--- src/rtl/pcm_rxd_pkg.sv ---
// pcm_rxd_pkg: shared FSM states, line-code encodings and sync length helper for the PCM receiver.
package pcm_rxd_pkg;
  typedef enum logic [1:0] {IDLE, SEARCH, CHECK, LOCK} state_t;
  localparam logic [2:0] PAT_NRZL = 3'd0;
  localparam logic [2:0] PAT_NRZM = 3'd1;
  localparam logic [2:0] PAT_NRZS = 3'd2;
  function automatic logic [5:0] sync_bits(input logic [1:0] num);
    return num == 2'd0 ? 6'd32 : num == 2'd1 ? 6'd24 : 6'd16;
  endfunction
endpackage

--- src/rtl/pcm_decrypt.sv ---
// pcm_decrypt: link synchroniser, sample-edge detector and NRZ-L/M/S decode.
module pcm_decrypt
  import pcm_rxd_pkg::*;
(
  input  logic       clk_i,
  input  logic       rst_i,
  input  logic       clr_i,
  input  logic       edge_i,
  input  logic [2:0] pattern_i,
  input  logic       pcm_clk_i,
  input  logic       pcm_data_i,
  output logic       bit_o,
  output logic       bit_valid_o
);
  logic [2:0] ck;
  logic [1:0] dt;
  logic       tick, smp, prev, dec;
  always_comb dec = pattern_i == PAT_NRZL ? smp :
                    pattern_i == PAT_NRZM ? smp ^ prev :
                    pattern_i == PAT_NRZS ? ~(smp ^ prev) : smp;
  // ck[1]/dt[1] are the synchronised link signals, ck[2] the edge-detect history
  always_ff @(posedge clk_i) begin
    if (rst_i) begin
      ck <= '0;
      dt <= '0;
      tick <= 1'b0;
      smp <= 1'b0;
      prev <= 1'b0;
      bit_o <= 1'b0;
      bit_valid_o <= 1'b0;
    end else begin
      ck <= {ck[1:0], pcm_clk_i};
      dt <= {dt[0], pcm_data_i};
      tick <= edge_i ? (~ck[1] & ck[2]) : (ck[1] & ~ck[2]);
      smp <= dt[1];
      bit_valid_o <= tick & ~clr_i;
      if (tick) bit_o <= dec;
      prev <= clr_i ? 1'b0 : tick ? smp : prev;
    end
  end
endmodule

--- src/rtl/pcm_rxd_top.sv ---
// pcm_rxd_top: PCM frame receiver with sync search/check/flywheel lock and payload byte delivery.
// PCM_RXD_SYNC_TOL_EN: when defined, a sync compare tolerates one differing bit.
module pcm_rxd_top
  import pcm_rxd_pkg::*;
#(
  parameter int SYNC_CHECK = 2,
  parameter int SYNC_MISS  = 2
) (
  input  logic        clk_i,
  input  logic        rst_i,
  input  logic        enable_i,
  input  logic        edge_i,
  input  logic [2:0]  pattern_i,
  input  logic [15:0] length_i,
  input  logic [31:0] code_i,
  input  logic [1:0]  number_i,
  input  logic        pcm_clk_i,
  input  logic        pcm_data_i,
  output logic [7:0]  data_o,
  output logic        data_valid_o,
  output logic        sof_o,
  output logic        eof_o,
  output logic        lock_o,
  output logic        cfg_err_o,
  output logic [31:0] frame_cnt_o,
  output logic [15:0] sync_err_cnt_o
);
  state_t      state;
  logic [2:0]  cfg_pattern;
  logic [15:0] cfg_len;
  logic [31:0] cfg_code, sr, mask, diff;
  logic [1:0]  cfg_num;
  logic [18:0] cnt, cnt_nx, len_bits, pay_bits;
  logic [7:0]  chk, miss;
  logic        bit_v, bit_d, step, match, boundary, byte_done;
  pcm_decrypt u_decrypt (
    .clk_i(clk_i),
    .rst_i(rst_i),
    .clr_i(~enable_i),
    .edge_i(edge_i),
    .pattern_i(cfg_pattern),
    .pcm_clk_i(pcm_clk_i),
    .pcm_data_i(pcm_data_i),
    .bit_o(bit_d),
    .bit_valid_o(bit_v)
  );
  always_comb begin
    len_bits = {cfg_len, 3'b000};
    pay_bits = len_bits - {13'd0, sync_bits(cfg_num)};
    cnt_nx = cnt + 19'd1;
    boundary = cnt_nx == len_bits;
    byte_done = cnt_nx[2:0] == 3'd0 && cnt_nx <= pay_bits;
    mask = cfg_num == 2'd0 ? 32'hFFFF_FFFF : cfg_num == 2'd1 ? 32'h00FF_FFFF : 32'h0000_FFFF;
    diff = (sr ^ cfg_code) & mask;
`ifdef PCM_RXD_SYNC_TOL_EN
    match = ~cfg_err_o && $countones(diff) <= 1;
`else
    match = ~cfg_err_o && diff == 32'd0;
`endif
  end
  // step marks the cycle after a shift, when sr holds the newest bit
  always_ff @(posedge clk_i) begin
    if (rst_i) begin
      state <= IDLE;
      cfg_pattern <= '0;
      cfg_len <= '0;
      cfg_code <= '0;
      cfg_num <= '0;
      sr <= '0;
      cnt <= '0;
      chk <= '0;
      miss <= '0;
      step <= 1'b0;
      data_o <= '0;
      data_valid_o <= 1'b0;
      sof_o <= 1'b0;
      eof_o <= 1'b0;
      lock_o <= 1'b0;
      cfg_err_o <= 1'b0;
      frame_cnt_o <= '0;
      sync_err_cnt_o <= '0;
    end else if (!enable_i) begin
      state <= IDLE;
      sr <= '0;
      cnt <= '0;
      chk <= '0;
      miss <= '0;
      step <= 1'b0;
      data_valid_o <= 1'b0;
      sof_o <= 1'b0;
      eof_o <= 1'b0;
      lock_o <= 1'b0;
      cfg_err_o <= 1'b0;
    end else begin
      data_valid_o <= 1'b0;
      sof_o <= 1'b0;
      eof_o <= 1'b0;
      step <= bit_v;
      if (bit_v) sr <= {sr[30:0], bit_d};
      case (state)
        IDLE: begin
          cfg_pattern <= pattern_i;
          cfg_len <= length_i;
          cfg_code <= code_i;
          cfg_num <= number_i;
          cfg_err_o <= {length_i, 3'b000} <= {13'd0, sync_bits(number_i)};
          state <= SEARCH;
        end
        SEARCH: if (step && match) begin
          state <= CHECK;
          cnt <= '0;
          chk <= '0;
        end
        CHECK: if (step) begin
          cnt <= boundary ? 19'd0 : cnt_nx;
          if (boundary && !match) state <= SEARCH;
          if (boundary && match) chk <= chk + 8'd1;
          if (boundary && match && chk + 8'd1 == 8'(SYNC_CHECK)) begin
            state <= LOCK;
            lock_o <= 1'b1;
            miss <= '0;
          end
        end
        LOCK: if (step) begin
          cnt <= boundary ? 19'd0 : cnt_nx;
          if (byte_done) begin
            data_o <= sr[7:0];
            data_valid_o <= 1'b1;
            sof_o <= cnt_nx == 19'd8;
            eof_o <= cnt_nx == pay_bits;
            if (cnt_nx == pay_bits) frame_cnt_o <= frame_cnt_o + 32'd1;
          end
          if (boundary) begin
            miss <= match ? 8'd0 : miss + 8'd1;
            if (!match && sync_err_cnt_o != 16'hFFFF) sync_err_cnt_o <= sync_err_cnt_o + 16'd1;
            if (!match && miss + 8'd1 == 8'(SYNC_MISS)) begin
              state <= SEARCH;
              lock_o <= 1'b0;
            end
          end
        end
      endcase
    end
  end
endmodule

--- config.mk ---
export PLATFORM = sky130hd
export DESIGN_NAME = pcm_rxd_top
export DESIGN_NICKNAME = d
export VERILOG_FILES = /design/src/rtl/pcm_rxd_pkg.sv /design/src/rtl/pcm_decrypt.sv /design/src/rtl/pcm_rxd_top.sv
export SDC_FILE = /design/constraint.sdc
export NUM_CORES = 1
export LEC_CHECK = 0
export ABC_AREA = 1
export BUFFER_PORTS_ARGS = -buffer_cell sky130_fd_sc_hd__buf_2
export CAP_MARGIN = 15
export CORE_MARGIN = 2
export CORE_UTILIZATION = 60
export CTS_CLUSTER_SIZE = 40
export DETAILED_ROUTE_END_ITERATION = 6
export MAX_ROUTING_LAYER = met4
export PLACE_DENSITY = 0.81
export SYNTH_ARGS = -nofsm -noshare
export SYNTH_HDL_FRONTEND = slang
export SYNTH_SLANG_ARGS = --single-unit
--- constraint.sdc ---
create_clock -name clk_i -period 9.9 [get_ports clk_i]
set_clock_uncertainty 0.1 [all_clocks]
set_input_delay 0.495 -clock clk_i [delete_from_list [all_inputs] [get_ports clk_i]]
set_output_delay 0.495 -clock clk_i [all_outputs]
set_load 0.02 [all_outputs]
# Word level (Yosys, flattened, before mapping)
# Cells that the tools add are included.
word_totals:
  register_bits: 194
  input_bits: 59
  out_inout_bits: 61
classes:
  add_sub_neg: 6
  order_cmp: 2
  eq_ne: 22
  n_mux: 39
  bitwise_logic: 14
  reduce_logical: 31
op_table:
  columns: ["operator", "count"]
  rows:
  - ["8-bit two-way mux", 8]
  - ["19-bit two-way mux", 3]
  - ["19-bit == test", 2]
  - ["19-bit case mux with 2 select lines", 1]
  - ["32-bit by 1-bit adder with 32-bit output (second input constant)", 1]
  - ["32-bit bitwise AND", 1]
  - ["32-bit logical NOT", 1]
  - ["32-bit two-way mux", 1]
  - ["8-bit case mux with 2 select lines", 2]
  - ["32-bit XOR", 1]
  - ["24-bit two-way mux", 1]
  - ["19-bit by 1-bit adder with 19-bit output (second input constant)", 1]
  - ["19-bit by 4-bit == test with 1-bit output (second input constant)", 1]
  - ["19-bit less-or-equal comparator", 1]
  - ["19-bit by 6-bit less-or-equal comparator with 1-bit output", 1]
  - ["19-bit by 6-bit subtractor with 19-bit output", 1]
  - ["16-bit by 1-bit adder with 16-bit output (second input constant)", 1]
  - ["8-bit by 1-bit adder with 8-bit output (second input constant)", 2]
  - ["8-bit by 2-bit == test with 1-bit output (second input constant)", 2]
  - ["16-bit != test (second input constant)", 1]
  - ["5-bit AND reduction", 3]
  - ["2-bit two-way mux", 7]
  - ["2-bit != test (second input constant)", 7]
  - ["6-bit two-way mux", 2]
  - ["other kinds (25)", 62]

# Longest topological paths before layout
logic_depth:
  ltp_word: 12
  depth_mapped: 25
  depth_no_buf: 25

# Modules after synthesis
# Synthesis repeated with hierarchy kept, for this count alone.
unflattened:
  cells_unflattened: 1554
  hier_area_um2: 10779.1
by_module_without_submodules:
  columns: ["mod", "instances", "cells_per_inst", "area_each_um2"]
  rows:
  - ["pcm_rxd_top", 1, 1507, 10411.2]
  - ["pcm_decrypt", 1, 47, 367.9]

# Worst setup path before layout
# No wires, ideal clock.
synth_timing:
  path_kind: "register to register"
  from: "register cfg_num[1]"
  to: "register frame_cnt_o[27]"
  setup_time_ns: 0.119
  arrival_ns: 4.142
  t_required_ns: 9.681
  slack_ns: 5.539
  stages_incl_launch_ff: 26
  n_path_buf: 0
  path_cell_list: "dfxtp_1 nor2_1 inv_1 ha_1 nand2_1 nor2_1 a211oi_1 nand4_1 nor3_1 nand2_1 nor2_1 nand2_1 nor3_1 xor2_1 ha_1 nand2_1 nor2_1 inv_1 nor4_1 nand2_1 inv_1 nand4_1 nor2_1 nand4_1 o21ai_0 a21oi_1"
synth_between:
  elab_chain_len: 7
  word_cells_on_any_way: 9
  cone_classes: "add/sub (1); order compare (1); eq/ne (2); mux (2); reduce/logical (3)"
synth_rtl:
  columns: ["item", "line", "rtl"]
  rows:
  - ["start: declaration", "pcm_rxd_top.sv:32", "logic [1:0] cfg_num;"]
  - ["start signal: assignment", "pcm_rxd_top.sv:105", "cfg_num <= number_i;"]
  - ["2-bit by 1-bit == test with 1-bit output", "pcm_rxd_pkg.sv:8", "return num == 2'd0 ? 6'd32 : num == 2'd1 ? 6'd24 : 6'd16;"]
  - ["4-bit two-way mux", "pcm_rxd_pkg.sv:8", null]
  - ["6-bit two-way mux *", "pcm_rxd_pkg.sv:8", null]
  - ["19-bit by 6-bit subtractor with 19-bit output *", "pcm_rxd_top.sv:49", "pay_bits = len_bits - {13'd0, sync_bits(cfg_num)};"]
  - ["19-bit less-or-equal comparator", "pcm_rxd_top.sv:52", "byte_done = cnt_nx[2:0] == 3'd0 && cnt_nx <= pay_bits;"]
  - ["1-bit logical AND", "pcm_rxd_top.sv:52", null]
  - ["5-bit AND reduction (no source line) *", null, null]
  - ["end signal: assignment", "pcm_rxd_top.sv:131", "if (cnt_nx == pay_bits) frame_cnt_o <= frame_cnt_o + 32'd1;"]
  - ["end: declaration", "pcm_rxd_top.sv:25", "output logic [31:0] frame_cnt_o,"]
# Every way passes the cells marked *; elsewhere a longest branch is shown, timed or not.
# A chain may end at the register's enable or synchronous reset.

# Worst setup path after layout
layout_timing:
  from: "register cfg_num[1]"
  to: "register frame_cnt_o[29]"
# The elaborated chain is that of the path after synthesis.

==> impl_metrics.tcl <==
set metrics [dict create \
    dieArea_um2 18900 \
    grt_usage_pct 30.3 \
    cts.hold.buffers_added 0 \
    min_period_over_period_pct 56.5 \
    fillers 1493 \
    cts_resized 0 \
    routed-via-count 10504 \
    grt_pass1_vias 9406 \
    yosys_warnings 0 \
    ys_async_sr_fraction_pct 0 \
    numCtsBuffers 17 \
    syn-num-nets 1684 \
    hold_viol 0 \
    nNetsFinal 1780 \
    worst_pin_slew_ps 1010 \
    synth_area_um2 10700 \
    placed_area_um2 11400 \
    synthCells 1589 \
    row_count 48 \
    dp_hpwl_mm 20.3 \
    ctsRootBufferMaster "clkbuf_16" \
    ys_ff_latch 194 \
    slew_headroom_pct 32.5 \
    p_int_mw 1.27 \
    grt_setup_unrepaired "false" \
    synthDistinctLibCells 45 \
    post_cts_buffers 0 \
    crit_fanout 8 \
    ant_nets 0 \
    min_period_ps 5600 \
    synth-seq-area-share_pct 36.4 \
    switching_power_mw 0.523 \
    tns_ps 0 \
    postSynthAreaPerCell_um2 6.72 \
    crit_type "reg -> reg" \
    first_pass_iters 6 \
    fin_area_um2 12000 \
    report.final.slew_viol_count 0 \
    cts_max_level 4 \
    yosysMostFrequentCell "nand2_1" \
    start_kind "flip-flop" \
    cts_tree "built" \
    leakage_nw 5.10 \
    synth_area_leaders "dfxtp_1, nand2_1, nor2_1" \
    worst_path_most_repeated_cell "nand2_1" \
    synth-edff-count 0 \
    critPathRequiredTime_ps 10130 \
    powerDensity_nw_per_um2 149 \
    endpoint_kind "flip-flop" \
    core_area_um2 17400 \
    drive_above_1_share_pct 11.7 \
    grt_max_degree 79 \
    worstPathArrival_ps 5830 \
    pwr-share-seq_pct 46.5 \
    regArea_um2 3880 \
    dieHeight_um 137 \
    clock_latency_ps 440 \
    overflow 0 \
    clk_transition_reported_paths_ps 70 \
    grt_pass1_wl_mm 44.6 \
    switching_share_pct 29.3 \
    ys_top_cells_by_count "nand2_1, nor2_1, dfxtp_1" \
    portBuffers 119 \
    vias_per_cell 5.45 \
    totalWireLength_mm 27.3 \
    pwr-share-clk_pct 39.7 \
    route.detailed.drc 0 \
    gp_congestion 0.970 \
    finalSetupViolations 0 \
    dr.first_iter.drc_count 776 \
    clock_path_buffers 2 \
    status "finished, final reports clean" \
    ios 120 \
    synth_top_area_share_pct 36.4 \
    synth-main-ff-cell "dfxtp_1" \
    yosysTopAreaCell "dfxtp_1" \
    slowest_delay_ps 580 \
    whs_ps 155 \
    multiInputGateArea_um2 5940 \
    max_cap_violations 0 \
    vdd_ir_drop_max_mv 0.136 \
    clock_sinks 194 \
    syn_to_final_growth_pct 12.7 \
    clock.fmax_ghz 0.179 \
    initial_core_util_pct 61.5 \
    p_comb_share_pct 13.8 \
    die_x_um 137 \
    antenna_found_initial 3 \
    hp-class "in -> reg" \
    slowest_stage "nor4_1" \
    routedWlPerCell_um 14.2 \
]
## placed cells by master, fill, tap and decap left out, types with 2 or more instances in the layout
cell	synthesis	final
a211oi_1	3	3
a21oi_1	137	137
buf_12	0	2
buf_2	2	119
buf_4	2	2
clkbuf_16	0	17
clkinv_1	2	2
clkinv_4	0	2
clkinv_8	0	3
clkinvlp_4	0	2
dfxtp_1	194	194
diode_2	0	3
ha_1	35	35
inv_1	169	168
inv_2	3	4
inv_8	0	4
nand2_1	334	333
nand2_2	16	17
nand2_4	3	3
nand2b_1	5	5
nand3_1	105	105
nand3_2	3	3
nand3b_1	5	5
nand4_1	36	36
nor2_1	244	244
nor2_2	7	7
nor2_4	5	5
nor3_1	32	32
nor3b_1	3	3
nor4_1	10	10
o21a_1	6	6
o21ai_0	101	101
o21ai_1	6	6
o21ai_4	2	2
o21bai_1	4	4
xnor2_1	26	26
xor2_1	35	35
## power by group through the flow
stage / combinational, mW / clock (mW) / sequential [mW]
2_1_floorplan: 0.185 / 0 / 0.841
3_3_place_gp: 0.237 / 0 / 0.847
3_5_place_dp: 0.242 / 0 / 0.849
4_1_cts: 0.244 / 0.716 / 0.830
5_1_grt: 0.283 / 0.746 / 0.834
6_report: 0.247 / 0.711 / 0.831
## cells by family after synthesis
kind of cell / count (synthesis) / share of synthesized area (%)
adders and majority gates: 36 / 4.29
AOI/OAI and AO/OA: 264 / 13.0
and+or+nand+nor: 814 / 33.3
xor gates and xnor gates: 61 / 5.00
DFF: 194 / 36.4
buffers and inverters: 220 / 7.97
## through the flow
step           utilization [%]  worst slack, ps  total power [mW]  cells
6_report                  69.3             4300              1.79   1926
3_3_place_gp              65.5             4530              1.08   1889
3_5_place_dp              65.5             4280              1.09   1889
2_1_floorplan                -             5540              1.03   1589
4_1_cts                   69.0             4330              1.79   1921
5_1_grt                   69.3             3680              1.86   1926
## per-layer routing
layer  up-vias  GRT usage [%]  wire length (um)  share of wire [%]
met2       304           48.5             12700                 47
met5         -              -                 0                  0
met3        52           7.43              1710                6.3
met1      4785           38.4             12300                 45
li1       5363              -                 -                  -
met4         0           7.96               626                2.3
## flip-flops by register name, indices dropped and copies added (netlist names), 2 cells and up
signal and count:
cfg_code 32, sync_err_cnt_o 16, sr 32, state 2, cfg_len 16, miss 8, cfg_num 2, u_decrypt.dt 2
cfg_pattern 3, chk 8, frame_cnt_o 32, data_o 8, u_decrypt.ck 3, cnt 19
## area by class of cell
class / count / area share (%)
diodes: 3 / 0.0624
multi-input cells: 1175 / 49.4
repair buffers: 123 / 5.41
inverters: 174 / 5.43
flip-flops and latches: 194 / 32.3
well taps: 225 / 2.34
clock inverters: 13 / 1.37
clock buffers: 19 / 3.68
## worst max-delay path, delay by kind of cell (launching register included)
family	cells	cell delay, ps
buffers and inverters	3	570
and+or+nand+nor	18	3270
xor gates and xnor gates	1	110
adders and majority gates	2	610
DFF	1	450
AOI/OAI and AO/OA	1	370
## path summary, 6_finish.rpt
path | slack (ps) | to | from | depth (start not counted)
worst max-delay path | 4300 | frame_cnt_o[29]$_SDFFE_PP0P_ | cfg_num[1]$_SDFFE_PP0P_ | 25
worst max register to register | 4300 | frame_cnt_o[29]$_SDFFE_PP0P_ | cfg_num[1]$_SDFFE_PP0P_ | 25
worst min-delay path | 160 | u_decrypt.ck[0]$_SDFF_PP0_ | pcm_clk_i | 3
worst min register to register | 310 | u_decrypt.dt[1]$_SDFF_PP0_ | u_decrypt.dt[0]$_SDFF_PP0_ | 2
Power figures use the tool's default switching activity.
